## src/rtl/mc_control.sv

```systemverilog
// Multicycle MIPS main control FSM: fetch/decode/execute/memory/write-back sequencing.
// Define MC_CTRL_WAIT_EN to enable the mem_ready handshake, wait counter and bus_err.
module mc_control #(
    parameter int unsigned WAIT_LIMIT = 15
) (
    input  logic       clk,
    input  logic       reset_n,
    input  logic [5:0] op,
    input  logic       Jr,
    input  logic       mem_ready,
    output logic       PCWrite,
    output logic       PCWriteCond,
    output logic       IorD,
    output logic       MemRead,
    output logic       MemWrite,
    output logic       IRWrite,
    output logic       MemtoReg,
    output logic       RegWrite,
    output logic       RegDst,
    output logic       ALUSrcA,
    output logic [1:0] ALUSrcB,
    output logic [1:0] PCSource,
    output logic [2:0] ALUOp,
    output logic [3:0] state,
    output logic       illegal,
    output logic       bus_err
);

    typedef enum logic [3:0] {
        S_FETCH  = 4'd0,
        S_DECODE = 4'd1,
        S_MEMADR = 4'd2,
        S_MEMRD  = 4'd3,
        S_MEMWB  = 4'd4,
        S_MEMWR  = 4'd5,
        S_EXEC   = 4'd6,
        S_RWB    = 4'd7,
        S_BRANCH = 4'd8,
        S_JUMP   = 4'd9,
        S_IMMEX  = 4'd10,
        S_IMMWB  = 4'd11,
        S_JR     = 4'd12
    } state_t;

    localparam logic [5:0] OP_RTYPE = 6'b000000;
    localparam logic [5:0] OP_J     = 6'b000010;
    localparam logic [5:0] OP_BEQ   = 6'b000100;
    localparam logic [5:0] OP_ADDI  = 6'b001000;
    localparam logic [5:0] OP_ANDI  = 6'b001100;
    localparam logic [5:0] OP_ORI   = 6'b001101;
    localparam logic [5:0] OP_LW    = 6'b100011;
    localparam logic [5:0] OP_SW    = 6'b101011;

    if (WAIT_LIMIT < 1 || WAIT_LIMIT > 255) begin : g_bad_limit
        $error("mc_control: WAIT_LIMIT must be 1..255");
    end

    state_t state_q, state_d;
    logic   rdy;
    logic   abort;
    logic   op_legal;
    state_t dec_nxt;
    logic [2:0] imm_aluop;

`ifdef MC_CTRL_WAIT_EN
    localparam logic [7:0] LIMIT = WAIT_LIMIT[7:0];

    logic [7:0] wait_q, wait_d;
    logic       mem_st;

    assign rdy = mem_ready;

    always_comb begin
        mem_st = (state_q == S_FETCH) || (state_q == S_MEMRD) ||
                 (state_q == S_MEMWR);
        abort  = mem_st && !mem_ready && (wait_q == LIMIT);
    end

    // Any state change or abort re-arms the counter for the next access.
    always_comb begin
        wait_d = wait_q;
        if (abort || (state_d != state_q)) begin
            wait_d = '0;
        end else if (mem_st && !mem_ready) begin
            wait_d = wait_q + 8'd1;
        end
    end

    always_ff @(posedge clk or negedge reset_n) begin
        if (!reset_n) begin
            wait_q <= '0;
        end else begin
            wait_q <= wait_d;
        end
    end
`else
    assign rdy   = mem_ready | 1'b1;
    assign abort = 1'b0;
`endif

    always_comb begin
        op_legal = 1'b1;
        dec_nxt  = S_FETCH;
        case (op)
            OP_LW, OP_SW:             dec_nxt = S_MEMADR;
            OP_RTYPE:                 dec_nxt = S_EXEC;
            OP_BEQ:                   dec_nxt = S_BRANCH;
            OP_J:                     dec_nxt = S_JUMP;
            OP_ADDI, OP_ANDI, OP_ORI: dec_nxt = S_IMMEX;
            default:                  op_legal = 1'b0;
        endcase
    end

    // IR is not rewritten until the next FETCH, so IMMWB can re-derive this.
    always_comb begin
        case (op)
            OP_ANDI: imm_aluop = 3'b100;
            OP_ORI:  imm_aluop = 3'b101;
            default: imm_aluop = 3'b000;
        endcase
    end

    always_comb begin
        state_d = state_q;
        case (state_q)
            S_FETCH: begin
                if (abort) begin
                    state_d = S_FETCH;
                end else if (rdy) begin
                    state_d = S_DECODE;
                end
            end
            S_DECODE: state_d = dec_nxt;
            S_MEMADR: state_d = (op == OP_SW) ? S_MEMWR : S_MEMRD;
            S_MEMRD: begin
                if (abort) begin
                    state_d = S_FETCH;
                end else if (rdy) begin
                    state_d = S_MEMWB;
                end
            end
            S_MEMWR: begin
                if (abort || rdy) begin
                    state_d = S_FETCH;
                end
            end
            S_EXEC:   state_d = Jr ? S_JR : S_RWB;
            S_IMMEX:  state_d = S_IMMWB;
            S_MEMWB, S_RWB, S_BRANCH, S_JUMP, S_IMMWB, S_JR: state_d = S_FETCH;
            default:  state_d = S_FETCH;
        endcase
    end

    always_ff @(posedge clk or negedge reset_n) begin
        if (!reset_n) begin
            state_q <= S_FETCH;
        end else begin
            state_q <= state_d;
        end
    end

    // Outputs are forced low while reset is held, even though state reads FETCH.
    always_comb begin
        PCWrite     = 1'b0;
        PCWriteCond = 1'b0;
        IorD        = 1'b0;
        MemRead     = 1'b0;
        MemWrite    = 1'b0;
        IRWrite     = 1'b0;
        MemtoReg    = 1'b0;
        RegWrite    = 1'b0;
        RegDst      = 1'b0;
        ALUSrcA     = 1'b0;
        ALUSrcB     = 2'b00;
        PCSource    = 2'b00;
        ALUOp       = 3'b000;
        illegal     = 1'b0;
        bus_err     = 1'b0;
        if (reset_n) begin
            bus_err = abort;
            case (state_q)
                S_FETCH: begin
                    MemRead = 1'b1;
                    ALUSrcB = 2'b01;
                    IRWrite = rdy && !abort;
                    PCWrite = rdy && !abort;
                end
                S_DECODE: begin
                    ALUSrcB = 2'b11;
                    illegal = !op_legal;
                end
                S_MEMADR: begin
                    ALUSrcA = 1'b1;
                    ALUSrcB = 2'b10;
                end
                S_MEMRD: begin
                    MemRead = 1'b1;
                    IorD    = 1'b1;
                end
                S_MEMWB: begin
                    RegWrite = 1'b1;
                    MemtoReg = 1'b1;
                end
                S_MEMWR: begin
                    MemWrite = !abort;
                    IorD     = 1'b1;
                end
                S_EXEC: begin
                    ALUSrcA = 1'b1;
                    ALUOp   = 3'b010;
                end
                S_RWB: begin
                    RegWrite = 1'b1;
                    RegDst   = 1'b1;
                end
                S_BRANCH: begin
                    ALUSrcA     = 1'b1;
                    ALUOp       = 3'b001;
                    PCWriteCond = 1'b1;
                    PCSource    = 2'b01;
                end
                S_JUMP: begin
                    PCWrite  = 1'b1;
                    PCSource = 2'b10;
                end
                S_IMMEX: begin
                    ALUSrcA = 1'b1;
                    ALUSrcB = 2'b10;
                    ALUOp   = imm_aluop;
                end
                S_IMMWB: begin
                    RegWrite = 1'b1;
                    ALUOp    = imm_aluop;
                end
                S_JR: begin
                    PCWrite  = 1'b1;
                    PCSource = 2'b11;
                end
                default: ;
            endcase
        end
    end

    assign state = state_q;

endmodule

```

## config.mk

```make
export PLATFORM = sky130hd
export DESIGN_NAME = mc_control
export DESIGN_NICKNAME = d
export VERILOG_FILES = /design/src/rtl/mc_control.sv
export SDC_FILE = /design/constraint.sdc
export NUM_CORES = 1
export LEC_CHECK = 0
export BUFFER_PORTS_ARGS = -buffer_cell sky130_fd_sc_hd__buf_2
export CAP_MARGIN = 20
export CORE_AREA = 4 4 41 43
export CTS_CLUSTER_SIZE = 20
export DETAILED_ROUTE_END_ITERATION = 8
export DIE_AREA = 0 0 45 47
export PLACE_DENSITY = 0.89
export RECOVER_POWER = 100
export SKIP_LAST_GASP = 1
export SYNTH_ARGS = -nofsm -noshare
export SYNTH_HDL_FRONTEND = slang
export SYNTH_SLANG_ARGS = --single-unit
```

## constraint.sdc

```tcl
create_clock -name clk -period 3.15 [get_ports clk]
set_input_delay 0.315 -clock clk [delete_from_list [all_inputs] [get_ports clk]]
set_output_delay 0.315 -clock clk [all_outputs]
set_load 0.01 [all_outputs]
```

## Word level (Yosys, flattened, before mapping)

Cells that the tools add are included.

| storage, ports and cells | value |
|---|---|
| register bits | 4 |
| input port bits | 10 |
| output and inout bits | 23 |
| logic and storage cells | 67 |

| operators by class | value |
|---|---|
| eq/ne operators | 19 |
| mux-type cells | 34 |
| reductions and logical operators | 13 |

Operator list:

| operator | count |
|---|---|
| $pmux 4 s6 | 1 |
| $mux 1 | 23 |
| $eq 4x4->1 const B | 5 |
| $pmux 4 s5 | 1 |
| $eq 6x4->1 const B | 3 |
| $eq 4x3->1 const B | 4 |
| $eq 6x6->1 const B | 2 |
| $pmux 2 s3 | 2 |
| $reduce_or 2->1 | 5 |
| $pmux 3 s3 | 1 |
| $reduce_or 3->1 | 3 |
| $eq 4x2->1 const B | 2 |
| $reduce_or 8->1 | 1 |
| $eq 6x2->1 const B | 1 |
| $eq 6x3->1 const B | 1 |
| $logic_not 6->1 | 1 |
| $mux 3 | 2 |
| $pmux 3 s2 | 1 |
| $eq 4x1->1 const B | 1 |
| $logic_not 4->1 | 1 |
| $mux 2 | 2 |
| $mux 4 | 1 |
| $reduce_or 4->1 | 1 |
| $logic_not 1->1 | 1 |

## Depth between registers and ports, before layout

Gate-level depths: netlist (run 1).

| depth | value |
|---|---|
| depth after elaboration | 6 |
| mapped depth | 5 |
| gate-level depth less buffers | 4 |

## Worst setup path after synthesis (run 1)

Ideal clock, no wire load.

| timing path | value |
|---|---|
| kind | register to output |
| from | reg state_q[2], in the netlist state[2] |
| to | out ALUSrcA |
| arrival time | 1.377 ns |
| data required time | 2.835 ns |
| path slack | 1.458 ns |
| stages on the path, launching flop included | 4 |
| buffers on the path | 2 |
| cells stage by stage | dfrtp_1 > buf_6 > buf_2 > a2111oi_0 |

| on the way | value |
|---|---|
| longest elaborated chain between the ends | 4 |
| elaborated cells on any way between the ends | 7 |
| classes of those cells | 4 x eq/ne; 2 x mux; 1 x reduce/logical |

Ends and longest elaborated chain:

| item | RTL line | text |
|---|---|---|
| start, declared | 58 | `state_t state_q, state_d;` |
| start signal, assigned | 158 | `state_q <= state_d;` |
| $eq 4x4->1, or another cell as far along | 181 | `case (state_q)` |
| $reduce_or 4->1 (no source line) (*) | - |  |
| $mux 1 (*) | 181 |  |
| $mux 1 (*) | 179 | `if (reset_n) begin` |
| end, declared | 20 | `output logic ALUSrcA,` |

Mark *: on every way between the ends. The rest lies on a longest branch, timed or not.

## Final worst setup path (run 1)

| timing path | value |
|---|---|
| from | in reset_n |
| to | out ALUSrcA |

| on the way | value |
|---|---|
| longest elaborated chain between the ends | 1 |

Ends and longest elaborated chain:

| item | RTL line | text |
|---|---|---|
| start, declared | 7 | `input logic reset_n,` |
| $mux 1 | 179 |  |

Every way passes these cells.

==> metrics.txt, run 1 <==
status finished clean; family with the most delay on the worst path buffers and inverters; peak supply drop 400 uV; # port buffers 30; Final ANT Viol Nets 0; sw frac 0.501; hold_ws 406 ps; 1st-pass router iterations 4; Syn Inst Count 89; synthesized flop and latch total 4; GR Overflow Total 0; Num CTS Buffers 3; top-count cell post-synth nor2_1; Post-synth EDFFs 0; final instance count without filler cells 132; vias in the first global route 636; Seq/Total Area, Yosys 0.173; Yosys top cell by area dfrtp_1; crit end category primary output; Post-synth top cells 20 x nor2_1, 9 x nand2_1, 6 x nor3_1, 5 x a21oi_1, 5 x o21ai_0; GP Congestion 0.895; Leak 0.269 nW; syn nets 99; Layout area overhead 21.4%; CP cell instances dlygate4sd3_1, clkbuf_1, inv_1, a2111oi_0, clkbuf_1; Gate power share 0.529; first-pass GRT wire length 2.78 mm; setup TNS 0 ps; type of origin of the critical path primary input; I/O pin cnt 33; crit path kind in2out; CTS root buf clkbuf_4; Worst path most repeated cell clkbuf_1; Fillers 145; worst-path fanout max 9; share of layout cells above drive strength 1 0.128; clock skew 8.61 ps; Post-Route WL 1.74 mm; CTS tree yes; initial antenna violation count 0; HPWL after DPL 1.31 mm; Data required, critical path 2830 ps; H-tree levels 1; # DRC 0; Yosys cell types 32; r2r setup slk 1710 ps; post-layout minimum cycle time 2330 ps; final setup vio count 0; sequential share of power 0.299; pin count of the biggest net entering global routing 19; slowest library cell on the worst path dlygate4sd3_1; final net count 129; Max-Cap Viols 0; Placed Instances 128; vias 751; Die Y 47 um; wire length per cell 13.2 um; YS warnings 0; Slew @ Worst Pin 572 ps; max-slew violations 0; Sink Count 4; Post-Syn Area per Cell 6.51 um^2; Area contributors post-synth dfrtp_1 17%, nor2_1 13%, nand2_1 5.8%; net switching power 190 uW; Int Power 190 uW; Main synth FF type dfrtp_1; Slew headroom 0.619; RSZ-0062 raised after global routing no; final hold vios 0; fmax 430 MHz; area of the multi-input gates 419 um^2; slowest stage delay, CP 520 ps; CTS clk-pin slew, worst paths 30 ps; cell depth of the worst hold path 4; number of flip-flops in the largest register 4; register area 100 um^2; Worst Path Arrival 2010 ps; area share of the largest cell type after synthesis 0.173; Initial Utilization 0.445; DIE AREA 2120 um^2; cell area after synthesis 579 um^2; # rows 13; DR iter-0 viols 18; Core Area 1300 um^2; final worst path period share 0.738; Die W 45 um; Max Root-Sink Buffers 2; Pwr per Cell Area 540 nW/um^2; vias per cell 5.69; Post-CTS Setup Bufs 0; PostCTS Resize Cnt 0; fraction of registers with async set/reset 1.00; diode count 0; Tot GR Track Use 0.182; critical path depth 5; Clock power frac 0.172; critical path buffer and inverter count 4; R2R cell count 3; Hold Path Class in2reg; Clock Latency Late Sink 240 ps
==> stage by stage <==
| step | utilization | worst slack [ps] | power, mW | instance area [um^2] |
|---|---|---|---|---|
| 3_3_place_gp | 0.543 | 1440 | 0.317 | 707 |
| 4_1_cts | 0.568 | 1030 | 0.394 | 739 |
| 2_1_floorplan | - | 1460 | 0.256 | 579 |
| 6_report | 0.540 | 824 | 0.380 | 703 |
| 3_5_place_dp | 0.543 | 1430 | 0.324 | 707 |
| 5_1_grt | 0.540 | 633 | 0.418 | 703 |
==> what timing repair did <==
item	CTS	global route
endpoints found under the setup margin	0	0
hold endpoints to repair	4	0
hold buffers	1	0
==> power groups by stage <==
stage / logic, mW / registers, mW / clock network (mW)
2_1_floorplan: 0.172 / 0.0844 / 0
3_3_place_gp: 0.207 / 0.110 / 0
3_5_place_dp: 0.212 / 0.112 / 0
4_1_cts: 0.214 / 0.111 / 0.0692
5_1_grt: 0.226 / 0.118 / 0.0739
6_report: 0.201 / 0.114 / 0.0655
==> routing by layer <==
metal / track usage / wire length, um / up-vias
li1: - / - / 371
met1: 0.224 / 734 / 345
met5: 0 / 0 / -
met4: 0.158 / 22 / 0
met2: 0.280 / 865 / 31
met3: 0.0230 / 116 / 4
==> logic make-up after synthesis <==
family	count (synthesis)	share of synthesized area
and+or+nand+nor	52	0.451
other	1	0.00647
buffers and inverters	9	0.0907
AOI/OAI and AO/OA	20	0.233
DFF	4	0.173
xor gates and xnor gates	3	0.0454
==> area by class of cell <==
class                           instances  area share
Timing Repair Buffer                   31       0.187
Clock buffer                            3      0.0320
Tap cell                               15      0.0267
Sequential cell                         4       0.142
Multi-Input combinational cell         76       0.596
Inverter                                3      0.0160
==> layout by cell type (no fill, tap or decap), types with 2 or more instances in the layout <==
cell | synthesis | final
inv_1 | 3 | 3
nor4_1 | 2 | 2
dfrtp_1 | 4 | 4
buf_2 | 3 | 7
nor3_1 | 6 | 6
a31oi_1 | 2 | 2
nand3_1 | 2 | 2
nand2_1 | 9 | 9
a21oi_1 | 5 | 5
nor2b_1 | 3 | 3
nand2b_1 | 2 | 2
clkbuf_1 | 0 | 23
xnor2_1 | 3 | 3
nor2_1 | 20 | 20
or2_2 | 2 | 2
clkbuf_4 | 0 | 3
o21ai_0 | 5 | 5
==> path summary, 6_finish.rpt <==
kind,from,to
max,reset_n,ALUSrcA
min,op[4],state[1]$_DFF_PN0_
max reg2reg,state[2]$_DFF_PN0_,state[1]$_DFF_PN0_
min reg2reg,state[0]$_DFF_PN0_,state[0]$_DFF_PN0_
max in group asynchronous,reset_n,state[1]$_DFF_PN0_
min in group asynchronous,reset_n,state[0]$_DFF_PN0_
==> worst register-to-register path: stages, from the launching register on <==
cell and delay (ps):
dfrtp_1 580, nor2b_1 250, o311ai_0 340, o21ai_1 130
(Power assumes the default switching activity.)
==> inputs of run 2 (changes only) <==
--- a/config.mk
+++ b/config.mk
@@ -7,11 +7,11 @@
 export LEC_CHECK = 0
 export BUFFER_PORTS_ARGS = -buffer_cell sky130_fd_sc_hd__buf_2
 export CAP_MARGIN = 20
-export CORE_AREA = 4 4 41 43
+export CORE_MARGIN = 4
+export CORE_UTILIZATION = 38
 export CTS_CLUSTER_SIZE = 20
 export DETAILED_ROUTE_END_ITERATION = 8
-export DIE_AREA = 0 0 45 47
-export PLACE_DENSITY = 0.89
+export PLACE_DENSITY = 0.83
 export RECOVER_POWER = 100
 export SKIP_LAST_GASP = 1
 export SYNTH_ARGS = -nofsm -noshare
==> constraint.sdc (replaced) <==
create_clock -name clk -period 2.1 [get_ports clk]
set_input_delay 0.21 -clock clk [delete_from_list [all_inputs] [get_ports clk]]
set_output_delay 0.21 -clock clk [all_outputs]
set_load 0.01 [all_outputs]
==> metrics.txt, run 2 (synthesized netlist as in run 1, its figures left out) <==
Die Y 47.0 um; 1st-pass router iterations 4; Final ANT Viol Nets 0; max-slew violations 0; Setup crit start state[2]$_DFF_PN0_; Hold Path Origin op[4]; DR iter-0 viols 23; vias 758; status finished clean; Post-Route WL 1.79 mm; Leak 0.280 nW; type of origin of the critical path register; first-pass GRT wire length 2.60 mm; CTS clk-pin slew, worst paths 40 ps; setup TNS 0 ps; final setup vio count 0; crit path kind reg2out; Final Power 573 uW; r2r setup slk 710 ps; share of layout cells above drive strength 1 0.154; CTS tree yes; Core Area 1370 um^2; hold_ws 289 ps; DIE AREA 2210 um^2; pin count of the biggest net entering global routing 19; wire length per cell 13.6 um; fmax 513 MHz; Final Core Density 0.513; # port buffers 30; Initial Utilization 0.424; vias in the first global route 627; diode count 0; Max-Cap Viols 0; GR Overflow Total 0; HPWL after DPL 1.35 mm; post-layout minimum cycle time 1950 ps; I/O pin cnt 33; peak supply drop 459 uV; Layout area overhead 21.0%; Slew headroom 0.642; CTS root buf clkbuf_4; final worst path period share 0.929; H-tree levels 1; Sink Count 4; most common cell after layout, fill and taps aside nor2_1; final hold vios 0; Die W 47.0 um; Tot GR Track Use 0.167; Hold Path Class in2reg; initial antenna violation count 0; Post-Layout Inst Area 701 um^2; Post-DP Area 707 um^2; number of flip-flops in the largest register 4; final net count 129; # rows 13; Post-CTS Setup Bufs 0; Worst Path Arrival 1740 ps; Data required, critical path 1890 ps; Slew @ Worst Pin 537 ps; crit end category primary output; Pwr per Cell Area 818 nW/um^2; # DRC 0; vias per cell 5.74; RSZ-0062 raised after global routing no; R2R Path Start state[2]$_DFF_PN0_; Clock Latency Late Sink 250 ps; worst-path fanout max 18; Max Root-Sink Buffers 2; Num CTS Buffers 3; most frequent cells in the layout 20 x nor2_1, 19 x clkbuf_1, 9 x nand2_1, 9 x buf_2, 6 x nor3_1; clock skew 7.67 ps; GP Congestion 0.828
[run 2: cell count changes in the layout (fill, tap and decap cells not counted)]
cell / previous run / this run
clkbuf_1: 23 / 19
buf_2: 7 / 9
clkbuf_2: 0 / 2
nand2b_1: 2 / 3
nand2b_4: 1 / 0
[run 2: critical path: stages, from the launching register on]
cell and delay, ps:
dfrtp_1 570, nand2b_1 280, nor3_1 260, nand3_1 110, a21oi_1 140, clkbuf_2 150
[run 2: routing by layer]
metal	GRT usage	wire (um)	vias to the layer above
met1	0.213	747	333
met5	0	0	-
met4	0.116	56	0
met2	0.252	798	49
li1	-	-	369
met3	0.0307	187	7
[run 2: cell type report]
cell class                 count  area [um^2]
fill                         152          666
multi-input combinational     76          412
timing repair buffer          31          136
sequential                     4          100
clock buffer                   3         22.5
tap                           15         18.8
inverter                       3         11.3
[run 2: power by group]
part	total (mW)	leakage (nW)	internal (mW)	switching [mW]
clock network	0.101	0.0138	0.0643	0.0371
logic	0.303	0.213	0.129	0.174
registers	0.169	0.0531	0.0934	0.0754
total	0.573	0.280	0.287	0.287
[run 2: timing repair]
action / CTS / global route
gates resized for setup: 0 / 0
endpoints found under the hold margin: 4 / 0
hold buffers: 1 / 0
[run 2: per-stage QoR]
| step | std cells | setup WS, ps |
|---|---|---|
| 6_report | 132 | 149 |
| 5_1_grt | 132 | 32.3 |
| 4_1_cts | 132 | 219 |
| 3_5_place_dp | 128 | 482 |
| 3_3_place_gp | 128 | 488 |
| 2_1_floorplan | 89 | 513 |
[run 2: path summary, 6_finish.rpt]
kind | endpoint | depth (start not counted)
setup / recovery | illegal | 5
hold / removal | state[1]$_DFF_PN0_ | 4
setup reg to reg | state[1]$_DFF_PN0_ | 3
hold reg to reg | state[0]$_DFF_PN0_ | 1
max in group asynchronous | state[2]$_DFF_PN0_ | 2
min in group asynchronous | state[0]$_DFF_PN0_ | 2
